===== config.mk =====
export PLATFORM = sky130hd
export DESIGN_NAME = branch_ctrl
export DESIGN_NICKNAME = d
export VERILOG_FILES = /design/src/rtl/branch_ctrl.sv
export SDC_FILE = /design/constraint.sdc
export NUM_CORES = 1
export LEC_CHECK = 0
export BUFFER_PORTS_ARGS = -buffer_cell sky130_fd_sc_hd__buf_4
export CAP_MARGIN = 20
export CORE_ASPECT_RATIO = 1.5
export CORE_MARGIN = 4
export CORE_UTILIZATION = 45
export CTS_BUF_LIST = sky130_fd_sc_hd__clkbuf_8
export CTS_CLUSTER_SIZE = 28
export DETAILED_ROUTE_END_ITERATION = 6
export PLACE_DENSITY = 0.71
export SYNTH_ARGS = -nofsm -noshare
export SYNTH_HDL_FRONTEND = slang
export SYNTH_SLANG_ARGS = --single-unit

===== constraint.sdc =====
create_clock -name clk -period 2.8 [get_ports clk]
set_input_delay 0.28 -clock clk [delete_from_list [all_inputs] [get_ports clk]]
set_output_delay 0.28 -clock clk [all_outputs]
set_load 0.005 [all_outputs]

===== src/rtl/branch_ctrl.sv =====
// Branch control sequencer: BHT-based fetch prediction plus EX-side mispredict
// detection, flush pulse, held redirect handshake and saturating statistics.
//
// state    | meaning
// ---------+---------------------------------------------------------------
// IDLE     | accepting resolved branches from EX, no redirect outstanding
// REDIRECT | redirect held toward fetch until redir_ready; EX branches ignored
module branch_ctrl #(
    parameter int BHT_IDX_W = 4,
    parameter int CNT_W     = 16
) (
    input  logic             clk,
    input  logic             reset,
    input  logic [31:0]      if_pc,
    input  logic             if_is_br,
    input  logic [31:0]      if_imm,
    output logic             pred_taken,
    output logic [31:0]      pred_tgt,
    input  logic             ex_valid,
    input  logic [31:0]      ex_pc,
    input  logic             ex_pred_taken,
    input  logic             taken_br,
    input  logic [31:0]      br_tgt_pc,
    output logic             redir_valid,
    output logic [31:0]      redir_pc,
    input  logic             redir_ready,
    output logic             flush,
    output logic             busy,
    output logic [CNT_W-1:0] br_count,
    output logic [CNT_W-1:0] mispred_count
);

    localparam int BHT_N = 1 << BHT_IDX_W;

    typedef enum logic {
        IDLE     = 1'b0,
        REDIRECT = 1'b1
    } state_t;

    state_t state, state_nxt;

    logic [1:0]           bht [BHT_N];
    logic [BHT_IDX_W-1:0] if_idx;
    logic [BHT_IDX_W-1:0] ex_idx;
    logic                 accept;
    logic                 mispred;

    assign if_idx  = if_pc[BHT_IDX_W+1:2];
    assign ex_idx  = ex_pc[BHT_IDX_W+1:2];
    assign accept  = ex_valid && (state == IDLE);
    assign mispred = accept && (taken_br != ex_pred_taken);

    // Read sees the pre-edge table contents; a same-cycle update is not bypassed.
    always_comb begin
        pred_taken = if_is_br & bht[if_idx][1];
        pred_tgt   = pred_taken ? (if_pc + if_imm) : (if_pc + 32'd4);
    end

    always_comb begin
        state_nxt = state;
        case (state)
            IDLE:     if (mispred)     state_nxt = REDIRECT;
            REDIRECT: if (redir_ready) state_nxt = IDLE;
            default:                   state_nxt = IDLE;
        endcase
    end

    always_ff @(posedge clk) begin
        if (reset) state <= IDLE;
        else       state <= state_nxt;
    end

    assign redir_valid = (state == REDIRECT);
    assign busy        = (state == REDIRECT);

    always_ff @(posedge clk) begin
        if (reset) begin
            flush         <= 1'b0;
            redir_pc      <= 32'd0;
            br_count      <= '0;
            mispred_count <= '0;
            for (int i = 0; i < BHT_N; i++) bht[i] <= 2'b01;
        end else begin
            flush <= mispred;
            if (mispred) redir_pc <= taken_br ? br_tgt_pc : (ex_pc + 32'd4);
            if (accept) begin
                if (taken_br) begin
                    if (bht[ex_idx] != 2'b11) bht[ex_idx] <= bht[ex_idx] + 2'd1;
                end else begin
                    if (bht[ex_idx] != 2'b00) bht[ex_idx] <= bht[ex_idx] - 2'd1;
                end
                if (br_count != '1) br_count <= br_count + CNT_W'(1);
                if (mispred && (mispred_count != '1))
                    mispred_count <= mispred_count + CNT_W'(1);
            end
        end
    end

endmodule


# Yosys cells after proc, flatten, opt, wreduce, memory -nomap -nowiden
# Memory sizes are Yosys's and may differ from the RTL's.
# Cells that the tools add are included.
# op_classes
n_addsub	7
n_eq_ne	4
mux	21
bitwise_logic	3
reduce_logical	7
# ops
op	count
$add A32 B3 Y32 const B	2
$mux W32	2
$add A16 B1 Y16 const B	2
$add A32 B32 Y32	1
$ne A16 B16 Y1 const B	2
$mux W1	15
$mux W2	2
$mux W4	1
$reduce_and A2 Y1	2
$logic_and A1 B1 Y1	3
$add A2 B1 Y2 const B	1
$ne A2 B2 Y1 const B	1
$pmux W1 S2	1
$reduce_bool A2 Y1	1
$reduce_or A2 Y1	1
$sub A2 B1 Y2 const B	1
$and A1 B1 Y1	1
$ne A1 B1 Y1	1
$not A1 Y1	1
$or A1 B1 Y1	1
# word_totals
reg_bits	66
ram_bits	32
in_bits	135
out_inout_bits	100
word_cells	48
mem_count	1
# memory_table
memory	words	word_bits	read_ports	rd_ports_with_merged_regs	wr	line_no	text
bht	16	2	2	0	16	42	logic [1:0] bht [BHT_N];

# Longest topological paths before layout
# Gate-level depths: netlist of the first run.
# An unclocked memory read counts as a cell.
# logic_depth
word_depth	10
mapped_depth	9
ltp_nobuf	9

# Least setup slack after synthesis of the first run
# OpenSTA, ideal clock, no wires.
# synth_path
kind	input to output
start	in if_pc[2]
end	out pred_tgt[26]
arrival_ps	2332
t_required_ps	2520
slack_ps	188
cell_stages	9
n_path_buf	3
cell_sequence	clkbuf_1 -> mux4_2 -> o211ai_1 -> a21oi_1 -> nor3_1 -> buf_2 -> buf_1 -> nand2_1 -> o21ai_0
# synth_between
elab_chain_cells	3
elab_cells_between_ends	5
classes_between	add/sub (2); mux (1); bitwise (1); memory (1)
# synth_lines
item	line_no	text
from (decl)	14	input logic [31:0] if_pc,
parallel branches: the longest is 2 deep, another holds $add A32 B3 Y32	--	
$mux W32 (*)	56	pred_tgt = pred_taken ? (if_pc + if_imm) : (if_pc + 32'd4);
to (decl)	18	output logic [31:0] pred_tgt,
# Mark *: on every way between the ends.

==> results of run 1 <==
## power by group through the flow
stage	combinational (mW)	clock, mW	sequential, mW
6_report	1.32	0.943	1.55
2_1_floorplan	0.696	0	1.58
4_1_cts	1.30	0.959	1.55
3_5_place_dp	1.29	0	1.58
3_3_place_gp	1.28	0	1.58
5_1_grt	1.45	1.01	1.56
## worst max-delay path, stage by stage, from the launching register on
cell and delay, ns:
edfxtp_1 0.43, mux4_2 0.48, o211ai_1 0.22, a21oi_1 0.11, nor3_2 0.18, buf_6 0.18
nor3b_1 0.07, a221oi_1 0.27, o31a_1 0.23, buf_4 0.12
## worst max-delay path by stage
stage	end	slack (ns)	cells past startpoint
after global placement	pred_tgt[30]	-0.01	10
after floorplan	pred_tgt[26]	0.19	9
after detailed placement	pred_tgt[30]	-0.04	10
after CTS	pred_tgt[31]	-0.12	10
final	pred_tgt[30]	-0.13	9
after global routing	pred_tgt[31]	-0.22	10
## per-layer routing
metal / wire [um] / vias up
li1: - / 4035
met1: 9430 / 3758
met2: 13100 / 306
met3: 1870 / 65
met4: 969 / 0
met5: 0 / -
## flip-flops by register name, summed over array words and instances (netlist names)
| register | cells |
|---|---|
| br_count | 16 |
| flush | 1 |
| bht | 32 |
| mispred_count | 16 |
| busy | 1 |
| redir_pc | 32 |
## metrics by stage
step	TNS, ns	util [%]	hold WS [ns]	power, mW	instance area [um^2]
floorplan	0	-	0.448	2.27	7890
CTS	-0.620	59.7	0.164	3.81	10300
global placement	-0.0107	58.4	0.439	2.86	10100
detailed placement	-0.0594	58.4	0.448	2.87	10100
global route	-3.03	60.0	0.193	4.02	10400
finish	-0.398	60.0	0.177	3.81	10400
## cell type report
| cell class | instances | area (um^2) | share of cell area, % |
|---|---|---|---|
| clock buffer | 10 | 138 | 1.33 |
| multi-input combinational | 812 | 5330 | 51.5 |
| clock inverter | 6 | 60.1 | 0.580 |
| timing repair buffer | 296 | 2230 | 21.5 |
| sequential | 98 | 2280 | 22.0 |
| tap | 213 | 267 | 2.57 |
| inverter | 13 | 48.8 | 0.471 |
## cells in the mapped netlist, drive strengths merged (3+ instances only)
| library cell | n | area, um^2 |
|---|---|---|
| nor4b | 3 | 26.3 |
| buf | 21 | 144 |
| nand2 | 143 | 537 |
| xnor2 | 45 | 394 |
| and3 | 20 | 134 |
| nor2b | 6 | 37.5 |
| ha | 38 | 475 |
| a21oi | 91 | 455 |
| mux4 | 14 | 327 |
| a21o | 23 | 173 |
| a211oi | 7 | 52.6 |
| o21bai | 12 | 90.1 |
| inv | 13 | 48.8 |
| nand3 | 44 | 220 |
| and4 | 10 | 87.6 |
| xor2 | 58 | 508 |
| nor4 | 8 | 62.6 |
| nor3 | 13 | 65.1 |
| mux2i | 10 | 100 |
| o21a | 6 | 45.0 |
| or2 | 3 | 18.8 |
| nand2b | 10 | 62.6 |
| edfxtp | 32 | 961 |
| nand4 | 33 | 206 |
| nor2 | 82 | 308 |
| o31a | 3 | 26.3 |
| or3 | 11 | 68.8 |
| o21ai | 56 | 284 |
| clkbuf | 31 | 116 |
| a41o | 4 | 45.0 |
| o211ai | 21 | 158 |
| dfxtp | 66 | 1320 |
| and2 | 11 | 72.6 |
## kinds of logic after synthesis
group / Yosys count
simple gates: 403
compound gates: 241
xor+xnor: 103
flops: 98
buf+inv: 66
fa+ha+maj: 39
mux: 26
## timing repair
| item | in CTS | in global routing |
|---|---|---|
| setup buffers | 2 | 1 |
| endpoints found under the setup margin | 12 | 32 |
| resized for setup | 3 | 14 |
| pin swaps | 1 | 4 |
==> flow_metrics.py, run 1 <==
metrics = {
    "clock_network": {
        "cts_tree": "done",
        "clockRootBuffer": "clkbuf_8",
        "cts_buffers": 9,
        "clockBufferDepth": 2,
        "path_clk_slew_ns": 0.09,
        "ctsHoldBuffers": 0,
        "clk_latency_ns": 0.37,
        "cts_sinks": 98,
        "htree_levels": 3,
    },
    "synth": {
        "netlist_instances": 976,
        "synth-seq-cells": 98,
        "syn_area_mm2": 0.00789,
        "muxShareOfSynthArea_pct": 5.70,
        "synth_cell_types": 65,
        "synth_top_family_by_area": "simple AND/OR/NAND/NOR gates",
        "syn-num-nets": 1150,
        "synth_ff_type": "dfxtp_1",
        "yosysWarnings": 0,
        "synth-simple-area-share_pct": 24.8,
        "syn_area_per_cell_um2": 8.08,
        "synthAdderAreaFrac_pct": 6.28,
        "synth_edf_count": 32,
        "synth-xor-area-share_pct": 11.4,
        "synth_compound_area_share_pct": 18.8,
        "yosysSeqAreaShare_pct": 28.9,
        "async_flop_share_pct": 0,
    },
    "power": {
        "leakage_nw": 4.38,
        "p_per_area_mw_per_mm2": 368,
        "power_frac_seq_pct": 40.7,
        "swShare_pct": 31.8,
        "peakVddDrop_v": 0.000277,
        "clkPwrFrac_pct": 24.7,
        "p_int_mw": 2.60,
        "pwr-share-comb_pct": 34.6,
        "p_switching_mw": 1.21,
    },
    "floorplan": {
        "std_cell_rows": 59,
        "die_area_mm2": 0.0197,
        "die_y_um": 170,
        "die_w_um": 116,
        "initial_utilization_pct": 45.6,
        "core_area_mm2": 0.0173,
        "pin_count": 235,
    },
    "final_layout": {
        "antenna_cells": 0,
        "finalNonFillerCells": 1448,
        "final_common_cell": "buf_4",
        "layout-drive-gt1-share_pct": 28.5,
        "syn2layout_area_growth_pct": 31.4,
        "final_cell_mix": "294 x buf_4, 143 x nand2_1, 88 x a21oi_1, 82 x nor2_1, 66 x dfxtp_1",
        "fillers": 1603,
        "finish.net_count": 1404,
    },
    "sta": {
        "rsz0062_at_grt": "yes",
        "hold_viol": 0,
        "worst_slew_pin_slew_ns": 0.875,
        "setup_violations": 7,
        "timing.final.max_slew_violations": 0,
        "max_freq_ghz": 0.342,
        "slew_headroom_pct": 41.7,
        "layout_setup_ws_ns": -0.126,
        "finalCritPeriodShare_pct": 104,
        "min_period_ns": 2.93,
        "clock-skew-final_ns": 0.00961,
    },
    "status": {
        "violations": "negative setup slack",
        "status": "finished with violations",
    },
    "setup_path": {
        "r2r-end": "bht[15][1]",
        "worstPathRequired_ns": 2.52,
        "arrival_ns": 2.65,
        "cp_max_fo": 9,
        "reg2reg_slack_ns": 0.11,
        "cp-startpoint": "bht[15][1]",
        "rr_worst_depth": 6,
        "cp-end-kind": "output port",
        "worstSetupStartpointType": "register",
        "reg2reg_from": "bht[5][1]",
        "critical_path_class": "reg -> out",
    },
    "grt": {
        "met1_usage_pct": 27.5,
        "use_met3_pct": 5.59,
        "grt_busiest_layer": "met2",
        "track_usage_pct": 25.0,
        "grt_pass1_vias": 8051,
        "grt_first_pass_wirelength_um": 39800,
        "grt_util_met2_pct": 45.8,
        "grt-ovfl-total": 0,
        "grt_max_degree": 83,
        "antenna_found_initial": 0,
    },
    "placement": {
        "place_congestion": 0.962,
        "post-place-ws_ns": -0.0379,
        "portBuffers": 234,
        "placed_cells": 1429,
        "dp_hpwl_um": 20200,
    },
    "drt": {
        "firstDrtPassIters": 5,
        "drc": 0,
        "wl_per_cell_um": 17.5,
        "vias_per_cell": 5.64,
        "num_vias": 8164,
        "drt_iter0_markers": 680,
        "ant_nets": 0,
        "routed_wl_um": 25300,
    },
    "min_path": {
        "hold_start": "redir_ready",
        "whs_endpoint": "busy",
        "hold_depth": 3,
        "hp-class": "in -> reg",
    },
    "flow_run": {
        "max_cap_viol_count": 0,
    },
}
Power figures use the tool's default switching activity.
==> run 2: changes to the inputs <==
Settings changed: ABC_AREA set to 1, PLACE_DENSITY 0.71 to 0.69.
==> run 2 against run 1 <==
  * The run now ends clean
  * Hold slack got worse by 0.096 ns
  * Synthesized cell count rose by 56%
  * Core utilization fell by 3.5 points
  * Critical endpoint is now pred_tgt[22]
  * Largest cell class unchanged
==> flow_metrics.py, run 2 <==
metrics = {
    "sta": {
        "hold_viol": 0,
        "hold_ws_ns": 0.0806,
        "worst_slew_pin_slew_ns": 0.495,
        "max_freq_ghz": 0.376,
        "clock-skew-final_ns": 0.0115,
        "tns_ns": 0,
        "slew_headroom_pct": 66.7,
        "finalCritPeriodShare_pct": 95.1,
        "timing.final.max_slew_violations": 0,
        "min_period_ns": 2.66,
        "setup_violations": 0,
        "rsz0062_at_grt": "no",
    },
    "power": {
        "peakVddDrop_v": 0.000418,
        "leakage_nw": 5.45,
        "p_per_area_mw_per_mm2": 356,
    },
    "drt": {
        "drt_iter0_markers": 881,
        "ant_nets": 0,
        "vias_per_cell": 5.47,
        "drc": 0,
        "firstDrtPassIters": 6,
        "wl_per_cell_um": 19.0,
        "num_vias": 11000,
        "routed_wl_um": 38000,
    },
    "synth": {
        "synth_edf_count": 32,
        "synth_common_cells": "462 x nand2_1, 171 x inv_1, 144 x nor2_1",
        "syn_area_per_cell_um2": 6.16,
        "syn-num-nets": 1692,
        "yosysWarnings": 0,
        "yosys.area.top_type": "nand2_1",
        "synthTopCellsByArea": "nand2_1 19%, dfxtp_1 14%, edfxtp_1 10%",
        "synth.most_common_cell": "nand2_1",
        "async_flop_share_pct": 0,
        "synth_top_area_share_pct": 18.5,
        "synth_cell_types": 47,
        "yosysSeqAreaShare_pct": 24.4,
        "netlist_instances": 1518,
        "synth_ff_type": "dfxtp_1",
        "synth-seq-cells": 98,
        "syn_area_mm2": 0.00935,
    },
    "clock_network": {
        "cts_sinks": 98,
        "cts_tree": "done",
        "clockRootBuffer": "clkbuf_8",
        "post_cts_buffers": 0,
        "cts_buffers": 9,
        "clockBufferDepth": 2,
        "path_clk_slew_ns": 0.10,
        "htree_levels": 3,
        "clk_latency_ns": 0.38,
    },
    "floorplan": {
        "die_area_mm2": 0.0232,
        "pin_count": 235,
        "die_y_um": 185,
        "initial_utilization_pct": 45.8,
        "core_area_mm2": 0.0204,
        "die_w_um": 126,
        "std_cell_rows": 64,
    },
    "final_layout": {
        "finish.net_count": 1908,
        "final_cell_mix": "462 x nand2_1, 254 x buf_4, 171 x inv_1, 144 x nor2_1, 112 x nand3_1",
        "antenna_cells": 0,
        "final_common_cell": "nand2_1",
        "syn2layout_area_growth_pct": 23.2,
        "reg_top3": "bht: 32 flops, redir_pc: 32 flops",
        "layout-drive-gt1-share_pct": 19.5,
    },
    "grt": {
        "grt_first_pass_wirelength_um": 57500,
        "grt_util_met2_pct": 59.4,
        "grt_pass1_vias": 10700,
        "antenna_found_initial": 0,
        "met1_usage_pct": 30.5,
        "use_met3_pct": 5.68,
        "grt_max_degree": 47,
        "track_usage_pct": 31.6,
        "grt-ovfl-total": 0,
        "grt_busiest_layer": "met2",
    },
    "placement": {
        "place_congestion": 1.05,
        "portBuffers": 234,
        "dp_hpwl_um": 31600,
    },
    "setup_path": {
        "worstPathRequired_ns": 2.52,
        "cp_max_fo": 4,
        "cp-end-kind": "output port",
        "arrival_ns": 2.38,
        "critical_path_class": "in -> out",
        "worstSetupStartpointType": "input pin",
    },
    "flow_run": {
        "max_cap_viol_count": 0,
    },
    "status": {
        "status": "finished, final reports clean",
    },
    "min_path": {
        "hp-class": "in -> reg",
    },
}
run 2: cell count changes after synthesis, moves of 24 or more:
cell     before  now
inv_1        12  171
nand2_1     143  462
nand3_1      44  112
nor2_1       82  144
nor3_1       13   45
o21ai_0      54   81
xnor2_1      45   21
run 2: timing repair:
action,in CTS,in global routing
hold buffers,0,0
gates resized for setup,0,2
endpoints found under the setup margin,0,4
run 2: stage by stage:
step / setup WS (ns) / instances / power (mW) / utilization (%) / instance area, um^2
floorplan: 0.813 / 1518 / 2.39 / - / 9350
global route: 0.0286 / 2003 / 4.31 / 56.4 / 11500
finish: 0.138 / 2003 / 4.10 / 56.4 / 11500
CTS: 0.109 / 2003 / 4.11 / 56.4 / 11500
detailed placement: 0.113 / 1987 / 3.05 / 55.2 / 11300
global placement: 0.126 / 1987 / 3.05 / 55.2 / 11300
run 2: path summary, 6_finish.rpt:
kind	start	end	slack, ns	cells after the start
worst min-delay path	redir_ready	busy	0.08	2
worst min register to register	redir_pc[27]	redir_pc[27]	0.47	2
worst max-delay path	if_pc[0]	pred_tgt[22]	0.14	14
worst max register to register	mispred_count[0]	mispred_count[10]	0.47	11
run 2: cell families (layout without fill, tap and decap cells):
family	after synthesis	after routing	share of synthesized area (%)
AND/OR/NAND/NOR	885	885	42.7
buffers and inverters	230	451	10.7
AO/OA/AOI/OAI	206	206	11.3
flip-flops	98	98	24.4
XOR/XNOR	60	60	5.62
adder cells (fa/ha/maj)	39	39	5.30
run 2: final cells by class:
class / count / area (um^2)
Sequential cell: 98 / 2280
Clock inverter: 7 / 110
Fill cell: 2107 / 8900
Tap cell: 264 / 330
Multi-Input combinational cell: 1190 / 6080
Inverter: 181 / 689
Timing Repair Buffer: 254 / 1910
Clock buffer: 9 / 124
run 2: report_power, final:
part,internal [mW],switching (mW),total [mW]
Combinational,0.567,0.923,1.49
Clock,0.520,0.545,1.07
Sequential,1.52,0.0323,1.55
run 2: metal layers:
| metal | vias up | part of all wire, % |
|---|---|---|
| li1 | 5382 | - |
| met1 | 5002 | 34 |
| met2 | 450 | 52 |
| met3 | 116 | 6.5 |
| met4 | 0 | 8.0 |
| met5 | - | 0 |
run 2: critical path: stages:
cell	delay (ns)
buf_4	0.11
ha_1	0.27
fa_2	0.40
nand3_1	0.10
nand2_1	0.12
nand3_1	0.10
nand2_1	0.14
nand2_1	0.10
nand2_1	0.15
nand2_1	0.12
nand3b_1	0.11
nand3_1	0.14
nand2_1	0.07
buf_4	0.14
